**config.mk**
```make
export PLATFORM = sky130hd
export DESIGN_NAME = kara_serial_mult
export DESIGN_NICKNAME = d
export VERILOG_FILES = /design/src/rtl/kara_pkg.sv /design/src/rtl/kara_half_mul.sv /design/src/rtl/kara_serial_mult.sv
export SDC_FILE = /design/constraint.sdc
export NUM_CORES = 2
export LEC_CHECK = 0
export BUFFER_PORTS_ARGS = -buffer_cell sky130_fd_sc_hd__buf_2
export CELL_PAD_IN_SITES_DETAIL_PLACEMENT = 1
export CELL_PAD_IN_SITES_GLOBAL_PLACEMENT = 1
export CORE_AREA = 10 10 376 378
export DETAILED_ROUTE_END_ITERATION = 10
export DIE_AREA = 0 0 386 388
export PLACE_DENSITY_LB_ADDON = 0.1
export SYNTH_ARGS = -nofsm -noshare
export SYNTH_HDL_FRONTEND = slang
export SYNTH_SLANG_ARGS = --single-unit
```
**constraint.sdc**
```tcl
create_clock -name clk -period 11.3 [get_ports clk]
set_input_delay 2.26 -clock clk [delete_from_list [all_inputs] [get_ports clk]]
set_output_delay 2.26 -clock clk [all_outputs]
set_load 0.01 [all_outputs]
```
**src/rtl/kara_pkg.sv**
```systemverilog
// Shared types and elaboration-time helpers for the serial Karatsuba multiplier.
package kara_pkg;

  typedef enum logic [2:0] {
    ST_IDLE    = 3'd0,
    ST_COLLECT = 3'd1,
    ST_MUL_LO  = 3'd2,
    ST_MUL_HI  = 3'd3,
    ST_MUL_MID = 3'd4,
    ST_COMBINE = 3'd5,
    ST_HOLD    = 3'd6
  } kara_state_t;

  localparam int KARA_OP_W_DEF  = 64;
  localparam int KARA_DIG_W_DEF = 4;

  // beats per frame
  function automatic int kara_beats(input int op_w, input int dig_w);
    return op_w / dig_w;
  endfunction

  // half operand width used by the Karatsuba split
  function automatic int kara_half(input int op_w);
    return op_w / 2;
  endfunction

  // digit counter must hold values 0..N inclusive
  function automatic int kara_cnt_w(input int op_w, input int dig_w);
    return $clog2(op_w / dig_w + 1);
  endfunction

  // operands must split into two halves made of whole digits
  function automatic bit kara_params_ok(input int op_w, input int dig_w);
    return (dig_w > 0) && (op_w > 0) && ((op_w % (2 * dig_w)) == 0);
  endfunction

  localparam int KARA_N_DEF     = kara_beats(KARA_OP_W_DEF, KARA_DIG_W_DEF);
  localparam int KARA_H_DEF     = kara_half(KARA_OP_W_DEF);
  localparam int KARA_CNT_W_DEF = kara_cnt_w(KARA_OP_W_DEF, KARA_DIG_W_DEF);

endpackage

```
**src/rtl/kara_half_mul.sv**
```systemverilog
// Unsigned W x W multiplier with a registered product (one-cycle latency).
module kara_half_mul #(
  parameter int W = 33
) (
  input  logic           clk,
  input  logic           rst,
  input  logic [W-1:0]   a,
  input  logic [W-1:0]   b,
  output logic [2*W-1:0] p
);

  // register the full-width product of the current operands
  always_ff @(posedge clk) begin
    if (rst) begin
      p <= '0;
    end else begin
      p <= {{W{1'b0}}, a} * {{W{1'b0}}, b};
    end
  end

endmodule

```
**src/rtl/kara_serial_mult.sv**
```systemverilog
// Digit-serial operand capture followed by a one-level Karatsuba product
// using a single time-shared (H+1)-bit multiplier.
//
//   state      | meaning
//   -----------+-------------------------------------------------------
//   IDLE       | waiting for a beat carrying start
//   COLLECT    | shifting in digits 1..N-1 (start restarts the frame)
//   MUL_LO     | multiplier fed aL*bL
//   MUL_HI     | z0 captured, multiplier fed aH*bH
//   MUL_MID    | z2 captured, multiplier fed (aL+aH)*(bL+bH)
//   COMBINE    | phase 0: z1 = zm-z0-z2; phase 1: Data_out assembled
//   HOLD       | Data_out valid, waiting for out_ready
module kara_serial_mult
  import kara_pkg::*;
#(
  parameter int OP_W  = KARA_OP_W_DEF,
  parameter int DIG_W = KARA_DIG_W_DEF
) (
  input  logic              clk,
  input  logic              rst,
  input  logic              start,
  input  logic              in_valid,
  output logic              in_ready,
  input  logic [DIG_W-1:0]  Data_in1,
  input  logic [DIG_W-1:0]  Data_in2,
  output logic [2*OP_W-1:0] Data_out,
  output logic              out_valid,
  input  logic              out_ready,
  output logic              busy,
  output logic              framing_err
);

  localparam int N     = kara_beats(OP_W, DIG_W);
  localparam int H     = kara_half(OP_W);
  localparam int CNT_W = kara_cnt_w(OP_W, DIG_W);
  localparam int PW    = 2 * H + 2;
  localparam int DW    = 2 * OP_W;
  localparam logic [CNT_W-1:0] N_CNT = CNT_W'(N);

  if (!kara_params_ok(OP_W, DIG_W)) begin : g_param_check
    $error("kara_serial_mult: OP_W must be a non-zero multiple of 2*DIG_W");
  end

  kara_state_t      state, state_nxt;
  logic             beat;
  logic [CNT_W-1:0] cnt, cnt_nxt;
  logic [OP_W-1:0]  op_a, op_b;
  logic [H:0]       mul_a, mul_b;
  logic [PW-1:0]    mul_p;
  logic [PW-1:0]    z0, z1, z2;
  logic             comb_ph;
  logic [DW-1:0]    z0_w, z1_w, z2_w, prod_w;

  assign in_ready = (state == ST_IDLE) || (state == ST_COLLECT);
  assign busy     = (state != ST_IDLE);
  assign beat     = in_valid && in_ready;
  assign cnt_nxt  = start ? CNT_W'(1) : cnt + CNT_W'(1);

  // final recombination; the sum is exact within 2*OP_W bits
  assign z0_w   = DW'(z0);
  assign z1_w   = DW'(z1);
  assign z2_w   = DW'(z2);
  assign prod_w = (z2_w << OP_W) + (z1_w << H) + z0_w;

  kara_half_mul #(
    .W (H + 1)
  ) u_half_mul (
    .clk (clk),
    .rst (rst),
    .a   (mul_a),
    .b   (mul_b),
    .p   (mul_p)
  );

  // state register
  always_ff @(posedge clk) begin
    if (rst) begin
      state <= ST_IDLE;
    end else begin
      state <= state_nxt;
    end
  end

  // next-state decode and multiplier operand selection
  always_comb begin
    state_nxt = state;
    mul_a     = '0;
    mul_b     = '0;
    case (state)
      ST_IDLE: begin
        if (beat && start) begin
          state_nxt = (cnt_nxt == N_CNT) ? ST_MUL_LO : ST_COLLECT;
        end
      end
      ST_COLLECT: begin
        if (beat && (cnt_nxt == N_CNT)) begin
          state_nxt = ST_MUL_LO;
        end
      end
      ST_MUL_LO: begin
        mul_a     = {1'b0, op_a[H-1:0]};
        mul_b     = {1'b0, op_b[H-1:0]};
        state_nxt = ST_MUL_HI;
      end
      ST_MUL_HI: begin
        mul_a     = {1'b0, op_a[OP_W-1:H]};
        mul_b     = {1'b0, op_b[OP_W-1:H]};
        state_nxt = ST_MUL_MID;
      end
      ST_MUL_MID: begin
        mul_a     = {1'b0, op_a[H-1:0]} + {1'b0, op_a[OP_W-1:H]};
        mul_b     = {1'b0, op_b[H-1:0]} + {1'b0, op_b[OP_W-1:H]};
        state_nxt = ST_COMBINE;
      end
      ST_COMBINE: begin
        if (comb_ph) begin
          state_nxt = ST_HOLD;
        end
      end
      ST_HOLD: begin
        if (out_valid && out_ready) begin
          state_nxt = ST_IDLE;
        end
      end
      default: state_nxt = ST_IDLE;
    endcase
  end

  // operand capture, partial-product registers and output handshake
  always_ff @(posedge clk) begin
    if (rst) begin
      op_a        <= '0;
      op_b        <= '0;
      cnt         <= '0;
      z0          <= '0;
      z1          <= '0;
      z2          <= '0;
      comb_ph     <= 1'b0;
      Data_out    <= '0;
      out_valid   <= 1'b0;
      framing_err <= 1'b0;
    end else begin
      framing_err <= (state == ST_IDLE) && beat && !start;

      // a start beat discards any partial frame and begins again at digit 0
      if (beat && (start || (state == ST_COLLECT))) begin
        op_a <= start ? OP_W'(Data_in1) : {op_a[OP_W-DIG_W-1:0], Data_in1};
        op_b <= start ? OP_W'(Data_in2) : {op_b[OP_W-DIG_W-1:0], Data_in2};
        cnt  <= cnt_nxt;
      end

      case (state)
        ST_MUL_HI:  z0 <= mul_p;
        ST_MUL_MID: z2 <= mul_p;
        ST_COMBINE: begin
          // the wide subtract and the wide add are split over two cycles
          if (!comb_ph) begin
            z1      <= mul_p - z0 - z2;
            comb_ph <= 1'b1;
          end else begin
            Data_out  <= prod_w;
            out_valid <= 1'b1;
            comb_ph   <= 1'b0;
          end
        end
        ST_HOLD: begin
          if (out_valid && out_ready) begin
            out_valid <= 1'b0;
          end
        end
        default: ;
      endcase
    end
  end

endmodule

```
Word level (Yosys, flattened, before mapping)
Index checks and enable logic that the tools add are counted.

Flip-flop bits (word level): 531. Bits of input ports: 13. Output and inout port bits: 132. Logic and storage cells: 64.

Add/subtract/negate cells: 7. Multipliers: 1. Equality and inequality tests: 11. Muxes and demuxes: 15. Bitwise operators: 1. Reduce and logical (&&, ||, !) cells: 17.

Operators by type and width (count): $pmux 33 s3 (2); $sub 66x66->66 (2); $add 128x66->128 (1); $add 128x98->128 (1); $mux 64 (2); $add 32x32->33 (2); $mul 33x33->66 (1); $pmux 3 s7 (1); $mux 3 (4); $eq 3x3->1 const B (3); $logic_and 1x1->1 (7); $eq 3x2->1 const B (2); $add 5x1->5 const B (1); $eq 5x5->1 const B (1); $mux 5 (1); $ne 2x1->1 const B (2); $ne 2x2->1 const B (2); $reduce_and 2->1 (2); $reduce_and 4->1 (1); $eq 3x1->1 const B (1); $logic_not 3->1 (1); $mux 1 (3); $reduce_and 3->1 (1); $reduce_bool 3->1 (1); 6 further kinds (7).

Logic depth before layout (Yosys ltp)
Word-level depth: 6. Depth in mapped cells: 43. Depth with buffers taken out: 41.

Hierarchy
A second synthesis with hierarchy kept.

Cell total of the unflattened synthesis: 8320. Area, all modules: 69145.1 µm².

Modules (own cells, without submodules): kara_half_mul (times used 1, cells an instance 4225, area an instance 37429.6 µm², seq. area each 1321.3 µm²); kara_serial_mult (times used 1, cells an instance 4095, area an instance 31715.4 µm², seq. area each 9308.9 µm²).

Worst setup path before layout
No wires, ideal clock.

Path kind: register to register. From: reg op_a[32]. To: reg u_half_mul.p[58]. Setup time: 0.121 ns. Data arrival time: 9.692 ns. Data required time: 11.179 ns. Path slack: 1.487 ns. Stages on the path, launching flop included: 42. Path buffers: 2. Period minus slack after synthesis: 9.813 ns. Cells stage by stage: dfxtp_1 > ha_1 > inv_1 > fa_1 > nor2b_1 > o21ai_1 > a211oi_1 > o31ai_1 > a21oi_1 > o31ai_1 > xnor2_1 > a22oi_1 > nor2_1 > a31o_2 > clkbuf_1 > buf_1 > nand2_1 > fa_1 > [6 not listed] > fa_1 > fa_1 > fa_1 > inv_1 > fa_1 > inv_1 > ha_1 > a21o_1 > a211o_1 > a211oi_1 > nor2_1 > o211a_1 > o2111ai_1 > nand2_1 > a221o_1 > a21boi_1 > o41ai_1 > mux2_2.

Longest elaborated chain between the ends: 3.

RTL lines: start, declared (RTL line kara_serial_mult.sv:47) `logic [OP_W-1:0] op_a, op_b;`; start signal, assigned (RTL line kara_serial_mult.sv:147) `op_a <= start ? OP_W'(Data_in1) : {op_a[OP_W-DIG_W-1:0], Data_in1};`; $add 32x32->33 (RTL line kara_serial_mult.sv:111) `mul_a = {1'b0, op_a[H-1:0]} + {1'b0, op_a[OP_W-1:H]};`; $pmux 33 s3 * (RTL line kara_serial_mult.sv:89) `case (state)`; $mul 33x33->66 * (RTL line kara_half_mul.sv:17) `p <= {{W{1'b0}}, a} * {{W{1'b0}}, b};`; end signal, assigned (RTL line kara_half_mul.sv:17); end, declared (RTL line kara_half_mul.sv:9) `output logic [2*W-1:0] p`.

Every way passes the cells marked *; elsewhere a longest branch is shown, timed or not. A chain may end at the register's enable or synchronous reset.

Worst setup path in the final report
Ends and elaborated chain as after synthesis.

==> impl_metrics.tcl <==
set metrics [dict create \
    min_to "Data_out[62]" \
    ctsRootBufferMaster "clkbuf_16" \
    synth_top_family_by_area "adder cells" \
    fin_crit_share_pct 96.9 \
    drtAntennaViolNets 0 \
    final-hold-violation-count 0 \
    multi_input_area_sq_um 50000 \
    finalNetCount 9574 \
    muxShareOfSynthArea_pct 0.560 \
    detailedRoute.firstIterationViolations 4560 \
    compound_cell_area_share_of_the_yosys_netlist_pct 14.3 \
    clkLatencyLatePin_ns 0.73 \
    die-height_microns 388 \
    postCtsHoldBufs 0 \
    netSwitchingFraction_pct 25.3 \
    io_buffer_count 144 \
    path_delay_family "adder cells" \
    grt_pass1_vias 62154 \
    reg2regPathDepth 40 \
    vdd_ir_drop_max_mv 0.127 \
    top_fanout_value_on_the_critical_path 21 \
    worstMarginPinSlew_ns 1.17 \
    synth.distinct_cells 93 \
    hold-path-cell-count 2 \
    post-place-cells 9709 \
    ctsLongestPathBuffers 3 \
    clock_tree_from_tritoncts "yes" \
    stdcell_count 9825 \
    globalRouteTotalUtil_pct 34.8 \
    regToRegStartpoint "op_a[32]" \
    fmax_mhz 91.4 \
    finish.utilization_pct 54.1 \
    cts-htree-levels 2 \
    drv_cap 0 \
    fin_setup_tns_ns 0 \
    setup.reg_to_reg.worst_slack_ns 0.35 \
    routed_via_density 5.93 \
    synthesis.nets 9598 \
    layout.cell_area.non_filler_sq_um 72100 \
    yosys.area_share.xor_xnor_pct 3.38 \
    grt_antenna_before_repair 6 \
    critPathMostFrequentCell "fa_1" \
    yosysSeqAreaShare_pct 16.0 \
    avgRoutedWirePerCell_microns 26.8 \
    synth_simple_gate_area_share_pct 15.5 \
    cts.sinks 531 \
    power.share.clock_pct 51.8 \
    power.total_mw 4.27 \
    startpoint_type_of_the_worst_setup_path "flip-flop" \
    synthArstFlopShare_pct 0 \
    path_clk_slew_ns 0.07 \
    ys.flop_type "dfxtp_1" \
    cp_data_required_time_ns 11.92 \
    fill_cells 16000 \
    synth_enable_flop_cells 0 \
    worst-path-buf-inv 7 \
    hold_class "reg2reg" \
    number_of_buffers_added_by_the_clock_tree_synthesis_step 61 \
    gp_congestion 1.00 \
    drc_errors 0 \
    area_of_the_placeable_core_sq_um 133000 \
    combPwrFrac_pct 4.1 \
    io-pin-count 145 \
    dr.pass1.iters 5 \
    layout_commonest_cell "nand2_1" \
    net_switching_component_of_the_power_mw 1.08 \
    crit_path_top_delay_cell "fa_1" \
    grt_overflow 0 \
    intPower_mw 3.19 \
    cellPowerDensity_nw_per_um2 59.3 \
    syn-instance-count 8030 \
    mostFrequentLayoutCells "1405 x nand2_1, 1253 x inv_1, 1028 x fa_1" \
    grt_max_degree 193 \
    timing_max_transition_violations_final 0 \
    reg2reg_to "u_half_mul.p[58]" \
    floorplan.initialDensity_pct 50.0 \
    ys_ff_latch 531 \
    worst_slew_margin_relative_to_its_limit_pct 21.8 \
    run_status "complete, no violations" \
    report.final.setup_viol 0 \
    power.sequential.fraction_pct 44.1 \
    synth_warnings 0 \
    min_period_ns 10.95 \
    area.growth.synth_to_final_pct 8.20 \
    placed_cell_area_sq_um 69700 \
    crit_type "reg2reg" \
    syn_avg_cell_area_sq_um 8.29 \
    rows 134 \
    route.vias.total 58243 \
    timing.critical_path.slowest_cell_delay_ns 0.60 \
    place.detailed.hpwl_microns 216000 \
    global_route_wire_length_before_repair_microns 396000 \
    mappedNetlistArea_sq_um 66600 \
    drive_above_1_share_pct 6.94 \
    final_wirelength_microns 264000 \
    ff_latch_area_sq_um 10600 \
    worst_hold_startpoint "Data_out[62]" \
    cp-end-kind "flip-flop" \
    finalClockSkew_ns 0.0819 \
    total_leakage_power_nw 33.3 \
    die_x_microns 386 \
    synth-adder-area-share_pct 40.8 \
    design.die.area_sq_um 150000 \
    arrival_ns 11.56 \
]
==> cell type report <==
type	instances	share of cell area, %
Multi-Input combinational cell	5819	69.4
Sequential cell	531	14.8
Inverter	1254	6.53
Timing Repair Buffer	339	3.13
Tap cell	1768	3.07
Clock buffer	74	2.33
Clock inverter	39	0.799
Antenna cell	1	0.00347
==> power groups by stage <==
stage / sequential [mW] / combinational, mW / clock, mW
after floorplan: 1.92 / 0.105 / 0
after global placement: 1.92 / 0.170 / 0
after detailed placement: 1.92 / 0.172 / 0
after CTS: 1.88 / 0.173 / 2.26
after global routing: 1.88 / 0.185 / 2.32
final: 1.88 / 0.176 / 2.22
==> tightest hold or removal path, stage by stage (launching register included) <==
cell	delay [ns]
dfxtp_1	0.31
nand2_1	0.05
a21oi_1	0.05
==> cells by family (layout without fill, tap and decap cells) <==
| kind of cell | Yosys count | count (layout) |
|---|---|---|
| buffers and inverters | 1680 | 1706 |
| AO/OA/AOI/OAI | 1496 | 1496 |
| other | 0 | 1 |
| XOR/XNOR | 257 | 257 |
| multiplexers | 37 | 37 |
| AND/OR/NAND/NOR | 2474 | 2474 |
| flip-flops | 531 | 531 |
| adder cells (fa/ha/maj) | 1555 | 1555 |
==> layer usage <==
metal  vias to the layer above  GRT usage (%)  wire length [microns]
li1                      25525              -                      -
met1                     29861           43.5                 103000
met2                      2251           55.8                 120000
met3                       600           5.94                  20300
met4                         6           21.0                  19900
met5                         -              0                     46
==> per-stage QoR <==
step                      hold slack (ns)  setup slack (ns)
after CTS                           0.452             0.109
after global placement              0.437             0.490
final                               0.450             0.353
after floorplan                     0.430              1.49
after global routing                0.469           -0.0377
after detailed placement            0.443             0.182
==> timing repair <==
item                                   4_1_cts  5_1_grt
setup buffers                                0        2
gates resized for setup                      0       16
endpoints found under the hold margin        0        0
setup endpoints to repair                    0       23
==> cells in the mapped netlist, drive strengths merged (144+ instances only) <==
| cell type | n | area share (%) |
|---|---|---|
| a21oi | 605 | 4.6 |
| fa | 1028 | 31 |
| dfxtp | 531 | 16 |
| a21o | 150 | 1.7 |
| a22o | 144 | 1.9 |
| inv | 1254 | 7.1 |
| clkbuf | 394 | 2.2 |
| xnor2 | 176 | 2.3 |
| nand2 | 1408 | 7.9 |
| o21ai | 213 | 1.6 |
| nor2 | 637 | 3.6 |
| ha | 527 | 9.9 |
==> worst max path at each step <==
stage | startpoint | endpoint | slack (ns) | cells past startpoint
floorplan | op_a[32] | u_half_mul.p[58] | 1.49 | 41
global placement | op_a[33] | u_half_mul.p[61] | 0.49 | 35
detailed placement | op_a[33] | u_half_mul.p[61] | 0.18 | 36
CTS | op_a[33] | u_half_mul.p[61] | 0.11 | 36
global route | op_a[32] | u_half_mul.p[58] | -0.04 | 40
finish | op_a[32] | u_half_mul.p[58] | 0.35 | 40
==> state kept, by name, summed over array words and instances (netlist names) <==
signal / count
cnt: 5
z0: 66
comb_ph: 1
u_half_mul.p: 66
op_a: 64
op_b: 64
out_valid: 1
z2: 66
z1: 66
Data_out: 128
framing_err: 1
state: 3
Note: power is estimated with default switching activity, not from simulation.
